<file path="config.mk">
export PLATFORM = sky130hd
export DESIGN_NAME = tt_um_asiclab_serial_sub_flat
export DESIGN_NICKNAME = d
export VERILOG_FILES = /design/src/rtl/tt_um_asiclab_serial_sub_if.sv /design/src/rtl/tt_um_asiclab_serial_sub.sv /design/src/flat_wrapper.sv
export SDC_FILE = /design/constraint.sdc
export NUM_CORES = 1
export LEC_CHECK = 0
export CORE_UTILIZATION = 43
export CTS_CLUSTER_DIAMETER = 40
export DETAILED_ROUTE_END_ITERATION = 16
export GPL_TIMING_DRIVEN = 1
export PLACE_DENSITY = 0.79
export SLEW_MARGIN = 25
export SYNTH_ARGS = -nofsm -noshare
export SYNTH_HDL_FRONTEND = slang
export SYNTH_SLANG_ARGS = --single-unit
</file>
<file path="constraint.sdc">
create_clock -name clk -period 1.71 [get_ports clk]
set_clock_uncertainty 0.2 [all_clocks]
set_input_delay 0.171 -clock clk [delete_from_list [all_inputs] [get_ports clk]]
set_output_delay 0.171 -clock clk [all_outputs]
set_load 0.005 [all_outputs]
</file>
<file path="src/rtl/tt_um_asiclab_serial_sub_if.sv">
// Pin bundle for the serial subtractor tile: operand/result buses and the
// bidirectional handshake pins. The master modport drives the tile inputs; the slave modport is the tile side.
interface tt_um_asiclab_serial_sub_if;
    logic [7:0] ui_in;
    logic [7:0] uo_out;
    logic [7:0] uio_in;
    logic [7:0] uio_out;
    logic [7:0] uio_oe;
    logic       ena;

    modport master (
        output ui_in,
        output uio_in,
        output ena,
        input  uo_out,
        input  uio_out,
        input  uio_oe
    );

    modport slave (
        input  ui_in,
        input  uio_in,
        input  ena,
        output uo_out,
        output uio_out,
        output uio_oe
    );
endinterface

</file>
<file path="src/rtl/tt_um_asiclab_serial_sub.sv">
// Bit-serial nibble subtractor: latches A/B, computes A-B LSB-first over four
// cycles, then holds the result until ack. Macro SERIAL_SUB_SAT_EN selects saturate-to-zero on borrow.
module tt_um_asiclab_serial_sub (
    input  logic                            clk,
    input  logic                            rst_n,
    tt_um_asiclab_serial_sub_if.slave       io
);

    typedef enum logic [1:0] {
        IDLE  = 2'd0,
        SHIFT = 2'd1,
        DONE  = 2'd2
    } state_t;

    state_t     state_r, state_s;
    logic [3:0] a_r, a_s;
    logic [3:0] b_r, b_s;
    logic [1:0] cnt_r, cnt_s;
    logic       br_r, br_s;
    logic [3:0] part_r, part_s;
    logic [5:0] res_r, res_s;
    logic       d_s;
    logic       br_nx_s;
    logic       start_s;
    logic       ack_s;
    logic       unused_s;

    function automatic logic borrow_out(input logic a0, input logic b0, input logic bin);
        borrow_out = (~a0 & b0) | (~(a0 ^ b0) & bin);
    endfunction

    // zero is taken from the difference actually presented, so saturation sets it too
    function automatic logic [5:0] pack_result(input logic [3:0] diff, input logic borrow);
        logic [3:0] shown;
`ifdef SERIAL_SUB_SAT_EN
        shown = borrow ? 4'h0 : diff;
`else
        shown = diff;
`endif
        pack_result = {(shown == 4'h0), borrow, shown};
    endfunction

    assign start_s  = io.uio_in[0];
    assign ack_s    = io.uio_in[1];
    assign d_s      = a_r[0] ^ b_r[0] ^ br_r;
    assign br_nx_s  = borrow_out(a_r[0], b_r[0], br_r);
    assign unused_s = ^{io.ena, io.uio_in[7:2]};

    // State, datapath and result registers
    always_ff @(posedge clk or negedge rst_n) begin
        if (!rst_n) begin
            state_r <= IDLE;
            a_r     <= 4'h0;
            b_r     <= 4'h0;
            cnt_r   <= 2'd0;
            br_r    <= 1'b0;
            part_r  <= 4'h0;
            res_r   <= 6'h00;
        end else begin
            state_r <= state_s;
            a_r     <= a_s;
            b_r     <= b_s;
            cnt_r   <= cnt_s;
            br_r    <= br_s;
            part_r  <= part_s;
            res_r   <= res_s;
        end
    end

    // Next-state and datapath update
    always_comb begin
        state_s = state_r;
        a_s     = a_r;
        b_s     = b_r;
        cnt_s   = cnt_r;
        br_s    = br_r;
        part_s  = part_r;
        res_s   = res_r;
        case (state_r)
            IDLE: begin
                if (start_s) begin
                    a_s     = io.ui_in[7:4];
                    b_s     = io.ui_in[3:0];
                    br_s    = 1'b0;
                    cnt_s   = 2'd0;
                    part_s  = 4'h0;
                    state_s = SHIFT;
                end else begin
                    state_s = IDLE;
                end
            end
            SHIFT: begin
                part_s = {d_s, part_r[3:1]};
                a_s    = {1'b0, a_r[3:1]};
                b_s    = {1'b0, b_r[3:1]};
                br_s   = br_nx_s;
                cnt_s  = cnt_r + 2'd1;
                if (cnt_r == 2'd3) begin
                    res_s   = pack_result({d_s, part_r[3:1]}, br_nx_s);
                    state_s = DONE;
                end else begin
                    state_s = SHIFT;
                end
            end
            DONE: begin
                if (ack_s) begin
                    state_s = IDLE;
                end else begin
                    state_s = DONE;
                end
            end
            default: begin
                state_s = IDLE;
            end
        endcase
    end

    assign io.uo_out  = {2'b00, res_r};
    assign io.uio_out = {4'b0000, (state_r == DONE), (state_r == SHIFT), 2'b00};
    assign io.uio_oe  = 8'b0000_1100;

endmodule
</file>
<file path="src/flat_wrapper.sv">
// flat-port wrapper written by rule: the top's interface ports become plain ports
module tt_um_asiclab_serial_sub_flat 
  (clk, rst_n, io_ui_in, io_uio_in, io_ena, io_uo_out, io_uio_out, io_uio_oe);
  tt_um_asiclab_serial_sub_if io_i ();
  input  logic clk;
  input  logic rst_n;
  input wire logic [$bits(io_i.ui_in)-1:0] io_ui_in;
  input wire logic [$bits(io_i.uio_in)-1:0] io_uio_in;
  input wire logic [$bits(io_i.ena)-1:0] io_ena;
  output wire logic [$bits(io_i.uo_out)-1:0] io_uo_out;
  output wire logic [$bits(io_i.uio_out)-1:0] io_uio_out;
  output wire logic [$bits(io_i.uio_oe)-1:0] io_uio_oe;
  assign io_i.ui_in = io_ui_in;
  assign io_i.uio_in = io_uio_in;
  assign io_i.ena = io_ena;
  assign io_uo_out = io_i.uo_out;
  assign io_uio_out = io_i.uio_out;
  assign io_uio_oe = io_i.uio_oe;
  tt_um_asiclab_serial_sub u_core (.clk(clk), .rst_n(rst_n), .io(io_i));
endmodule
</file>
### Word level (Yosys, flattened, before mapping)

Index checks and enable logic that the tools add are counted.

| operators by class | value |
|---|---|
| reductions and logical operators | 5 |
| $add $sub $neg | 1 |
| bitwise operators | 7 |
| equality and inequality tests | 4 |
| muxes and demuxes | 14 |

Operators by type and width:

| operator | count |
|---|---|
| 4-bit one-hot mux with 2 select lines | 3 |
| 4-bit two-way mux | 3 |
| 2-bit two-way mux | 3 |
| 2-bit one-hot mux with 3 select lines | 1 |
| 2-bit == test, second input constant | 2 |
| 4-bit logical NOT | 1 |
| 2-bit one-hot mux with 2 select lines | 1 |
| 2-bit AND reduction | 2 |
| 2-bit by 1-bit adder with 2-bit output, second input constant | 1 |
| 1-bit AND | 2 |
| 2-bit by 1-bit == test with 1-bit output, second input constant | 1 |
| 2-bit logical NOT | 1 |
| 1-bit two-way mux | 2 |
| 2-bit inequality test, second input constant | 1 |
| 1-bit NOT | 2 |
| 1-bit one-hot mux with 2 select lines | 1 |
| 2-bit nonzero test | 1 |
| 1-bit XOR | 2 |
| 1-bit OR | 1 |

| word-level totals | value |
|---|---|
| bits of input ports | 19 |
| output and inout bits | 24 |
| word-level logic and storage cells | 38 |
| flip-flop bits (word level) | 23 |

### Depth between registers and ports, before layout

| depth | value |
|---|---|
| depth after elaboration | 5 |
| gate-level depth with buffers | 4 |

### Worst setup path after synthesis

Ideal clock, no wire load.

| path | value |
|---|---|
| kind | reg-to-reg |
| from | reg u_core.b_r[0] |
| to | reg u_core.res_r[5] |
| data arrival time | 1.202 ns |
| clock period less this slack | 1.527 ns |
| stages on the path, launching flop included | 5 |
| setup slack | 0.183 ns |
| cells stage by stage | dfrtp_1 inv_1 fa_1 nor4_1 mux2_2 |

| between the ends | value |
|---|---|
| word-level cells in the longest chain between the ends | 3 |

Ends and longest elaborated chain:

| item | RTL line | text |
|---|---|---|
| from (decl) | tt_um_asiclab_serial_sub.sv:17 | `logic [3:0] b_r, b_s;` |
| from (signal assigned) | tt_um_asiclab_serial_sub.sv:62 | `b_r <= b_s;` |
| 1-bit XOR (2 in series) | tt_um_asiclab_serial_sub.sv:45 | `assign d_s = a_r[0] ^ b_r[0] ^ br_r;` |
| net u_core.d_s | tt_um_asiclab_serial_sub.sv:22 | `logic d_s;` |
| 4-bit logical NOT | tt_um_asiclab_serial_sub.sv:40 | `pack_result = {(shown == 4'h0), borrow, shown};` |
| to (signal assigned) | tt_um_asiclab_serial_sub.sv:66 | `res_r <= res_s;` |
| to (decl) | tt_um_asiclab_serial_sub.sv:21 | `logic [5:0] res_r, res_s;` |

The timed path passes the listed nets, and every way through them passes these cells.
A chain may end at the register's enable or synchronous reset.

### Final worst setup path

| path | value |
|---|---|
| from | reg u_core.state_r[0] |
| to | reg u_core.res_r[5] |

| between the ends | value |
|---|---|
| word-level cells in the longest chain between the ends | 2 |

Ends and longest elaborated chain:

| item | RTL line | text |
|---|---|---|
| from (decl) | tt_um_asiclab_serial_sub.sv:15 | `state_t state_r, state_s;` |
| from (signal assigned) | tt_um_asiclab_serial_sub.sv:60 | `state_r <= state_s;` |
| 2-bit by 1-bit == test with 1-bit output | tt_um_asiclab_serial_sub.sv:79 | `case (state_r)` |
| 2-bit AND reduction (no source line) | - |  |

Every way passes these cells.

==> results.txt <==
----------------------------------------------------
[Critical path]
  Total stage count of the critical path ... 5
  Arrival time worst endpoint ... between 1.5 and 2 ns
  Buf/Inv on CP ... 3
  Max stage delay cell, worst path ... sky130_fd_sc_hd__dfrtp_2
  Capturing element type of the critical path ... flip-flop
  Ordered cell list for the critical path ... buf_6 > buf_4 > buf_4 > nand3b_4 > mux2_2
  Critical path startpoint category ... flip-flop
  Critical-path maximum fanout ... 10
  Worst path most repeated cell ... sky130_fd_sc_hd__buf_4
  Critical Setup Path Class ... flip-flop to flip-flop
  CP Data Required Time ... ~1.7 ns
  Cell family with most CP delay ... buffers and inverters
  Worst stage delay on the critical path ... between 0.4 and 0.5 ns
  Worst-case reg-to-reg path depth ... 5

[Power and ir drop]
  Overall power ... between 2000 and 2500 uW
  Leakage dissipation ... 0.000666 uW
  Power per Cell Area ... 1650 mW/mm^2
  Worst supply voltage drop on vdd ... 816 uV

[Yosys]
  Async S/R FF share, synth ... between 90% and 100%
  Post-synthesis sequential area ratio ... a little under 50%
  Count of flip-flops with a built-in enable after synthesis ... 0
  Fraction of synthesized cell area taken by the top area cell type ... between 40% and 50%
  Mapped Area ... around 0.0011 mm^2
  Post-synthesis sequential element count ... 22
  Post-Synthesis Cells ... between 90 and 100
  Synthesized area divided by synthesized cell count ... approximately 12 um^2
  Dominant cells by area after synthesis ... sky130_fd_sc_hd__dfrtp_1, sky130_fd_sc_hd__buf_4, sky130_fd_sc_hd__mux2_2, sky130_fd_sc_hd__a22o_1, sky130_fd_sc_hd__o221a_2
  Netlist cell types ... 28
  Dominant synthesized flop cell ... sky130_fd_sc_hd__dfrtp_1
  Warnings from Yosys ... 0
  Post-synth top area cell ... sky130_fd_sc_hd__dfrtp_1

[Detailed routing]
  Uppermost routed layer ... met4
  Post-route DRC ... 0
  Final Routed Wirelength ... about 1.9 mm
  WL met1 ... between 800 and 900 um
  Average vias per placed instance ... ~4.9
  Wire per inst ... around 12 um
  Number of detailed-routing iterations run before antenna repair ... 4
  Antenna Violating Nets Remaining ... 0
  Drt initial violations ... 8
  Overall via count from detail_route ... around 750
  Met2 Routed Length ... 943 um
  Length of routed met3 wiring ... 69 um

[Timing]
  Final Max Slew Viols ... 0
  Worst hold margin ... roughly 0.012 ns
  Number of endpoints with negative hold slack in the final report ... 0
  Period Utilization, post-route ... 96.0%
  Fmax ... between 0.6 and 0.7 GHz
  Final min period ... about 1.6 ns
  Final setup vio count ... 0
  RSZ-0062 raised after global routing ... no

[Finish]
  Fin nets ... ~150
  Summed area of non-filler cells in the final layout ... 0.00139 mm^2
  Most frequent cells in the layout ... sky130_fd_sc_hd__dfrtp_1, sky130_fd_sc_hd__clkdlybuf4s50_1, sky130_fd_sc_hd__conb_1
  Share of the core filled with cells ... between 50% and 60%
  Area growth, synth to finish ... 22.7%
  Layout cell share with drive strength beyond 1 ... between 20% and 30%
  N_diodes ... 0
  Leading cell type in the layout, fill and taps excluded ... sky130_fd_sc_hd__dfrtp_1

[Global routing]
  Antenna violations before repair ... 0
  Combined global-route utilization of all metal layers ... between 10% and 20%
  Number of global-route vias before repair ... 723
  Maximum number of pins on one net before global-route repair ... 23
  Wire length of the first global-routing pass ... around 3.1 mm
  Leftover overflow at the end of global routing ... 0

[Clock tree]
  TritonCTS clock tree ... yes
  Deepest level of the CTS H-tree ... 1
  Clock Latency Late Sink ... 0.29 ns
  Number of clock sinks ... 22
  Root buffer selected by CTS ... sky130_fd_sc_hd__clkbuf_4
  Maximum buffer depth of the clock tree ... 2
  CTS clock-pin slew for the worst setup and hold paths ... between 0.1 and 0.15 ns
  Total clock buffers created by CTS ... 3

[Place]
  Final HPWL from detailed placement ... 1.38 mm
  Placed cell areas ... 0.00130 mm^2
  Count of port buffers added during placement ... 19
  Weighted congestion reported at the end of routability-driven placement ... 0.731

[Floorplanning]
  Core region area ... about 0.0025 mm^2
  Rows ... 18
  Chip height ... ~53 um
  Width of the die ... around 53 um
  Initial core utilization ... 45.8%
  Total Die Area ... 0.00285 mm^2
  Count of boundary I/O pins ... 43

[Outcome]
  Outcome ... finished, final reports clean

[Run]
  Number of max-cap violations ... 0

[Worst hold path]
  Class of the tightest hold or removal check ... input port to async pin

----------------------------------------------------
[routing by layer]
| metal | vias to the layer above | GRT usage, % |
|---|---|---|
| met2 | 20 | 27.9 |
| met1 | 360 | 17.9 |
| li1 | 365 | - |
| met5 | - | 0 |
| met4 | 0 | 6.58 |
| met3 | 2 | 2.01 |
[state kept, by name, indices dropped and copies added (netlist names)]
signal / cells
u_core.b_r: 4
u_core.part_r: 3
u_core.a_r: 4
u_core.br_r: 1
u_core.res_r: 6
u_core.cnt_r: 2
u_core.state_r: 2
[metrics by stage]
step | cells | setup TNS (ns) | setup WS [ns]
floorplan | 110 | 0 | 0.183
global placement | 145 | 0 | 0.0158
detailed placement | 145 | -0.0695 | -0.0274
CTS | 154 | 0 | 0.0110
global route | 154 | 0 | 0.0116
finish | 154 | 0 | 0.0691
[synthesized netlist by cell type (all sizes together), types with 2 or more instances]
cell type and instances:
a221oi 3, nand2 2, nor4b 3, dfrtp 22, nand2b 4, o221a 3, buf 20, a22o 4
o221ai 2, or4b 3, conb 2, nand3b 3, mux2 5, inv 9, mux2i 2
[cells by family after synthesis]
family / share of synthesized area [%]
AND/OR/NAND/NOR: 11.5
adder cells (fa/ha/maj): 2.87
AO/OA/AOI/OAI: 12.9
other: 0.662
buffers and inverters: 16.9
multiplexers: 6.73
flip-flops: 48.5
[path summary, 6_finish.rpt]
kind / startpoint / end / slack [ns]
max reg2reg: u_core.state_r[0]$_DFF_PN0_ / u_core.res_r[5]$_DFFE_PN0P_ / 0.07
min reg2reg: u_core.cnt_r[0]$_DFFE_PN0P_ / u_core.cnt_r[0]$_DFFE_PN0P_ / 0.31
min: rst_n / u_core.a_r[0]$_DFFE_PN0P_ / 0.01
max: u_core.state_r[0]$_DFF_PN0_ / u_core.res_r[5]$_DFFE_PN0P_ / 0.07
min in group clk: io_uio_in[1] / u_core.state_r[1]$_DFF_PN0_ / 0.23
max in group asynchronous: rst_n / u_core.state_r[0]$_DFF_PN0_ / 1.07
[cell type report]
type                            instances  area, um^2
Multi-Input combinational cell         59         458
Timing Repair Buffer                   30         275
Inverter                                9        33.8
Clock buffer                            4        36.3
Fill cell                             218        1080
Tap cell                               30        37.5
Sequential cell                        22         552
[power by group]
part | switching (uW) | internal, uW
sequential | 136 | 760
clock | 142 | 130
combinational | 476 | 660
[repair_timing]
item                                   4_1_cts  5_1_grt
hold buffers                                 0        0
buffers inserted                             5        1
cloned                                       0        0
setup endpoints to repair                    2        8
pin swaps                                    3        1
gates resized for setup                      5        2
endpoints found under the hold margin        0        0
(Power assumes the default switching activity.)
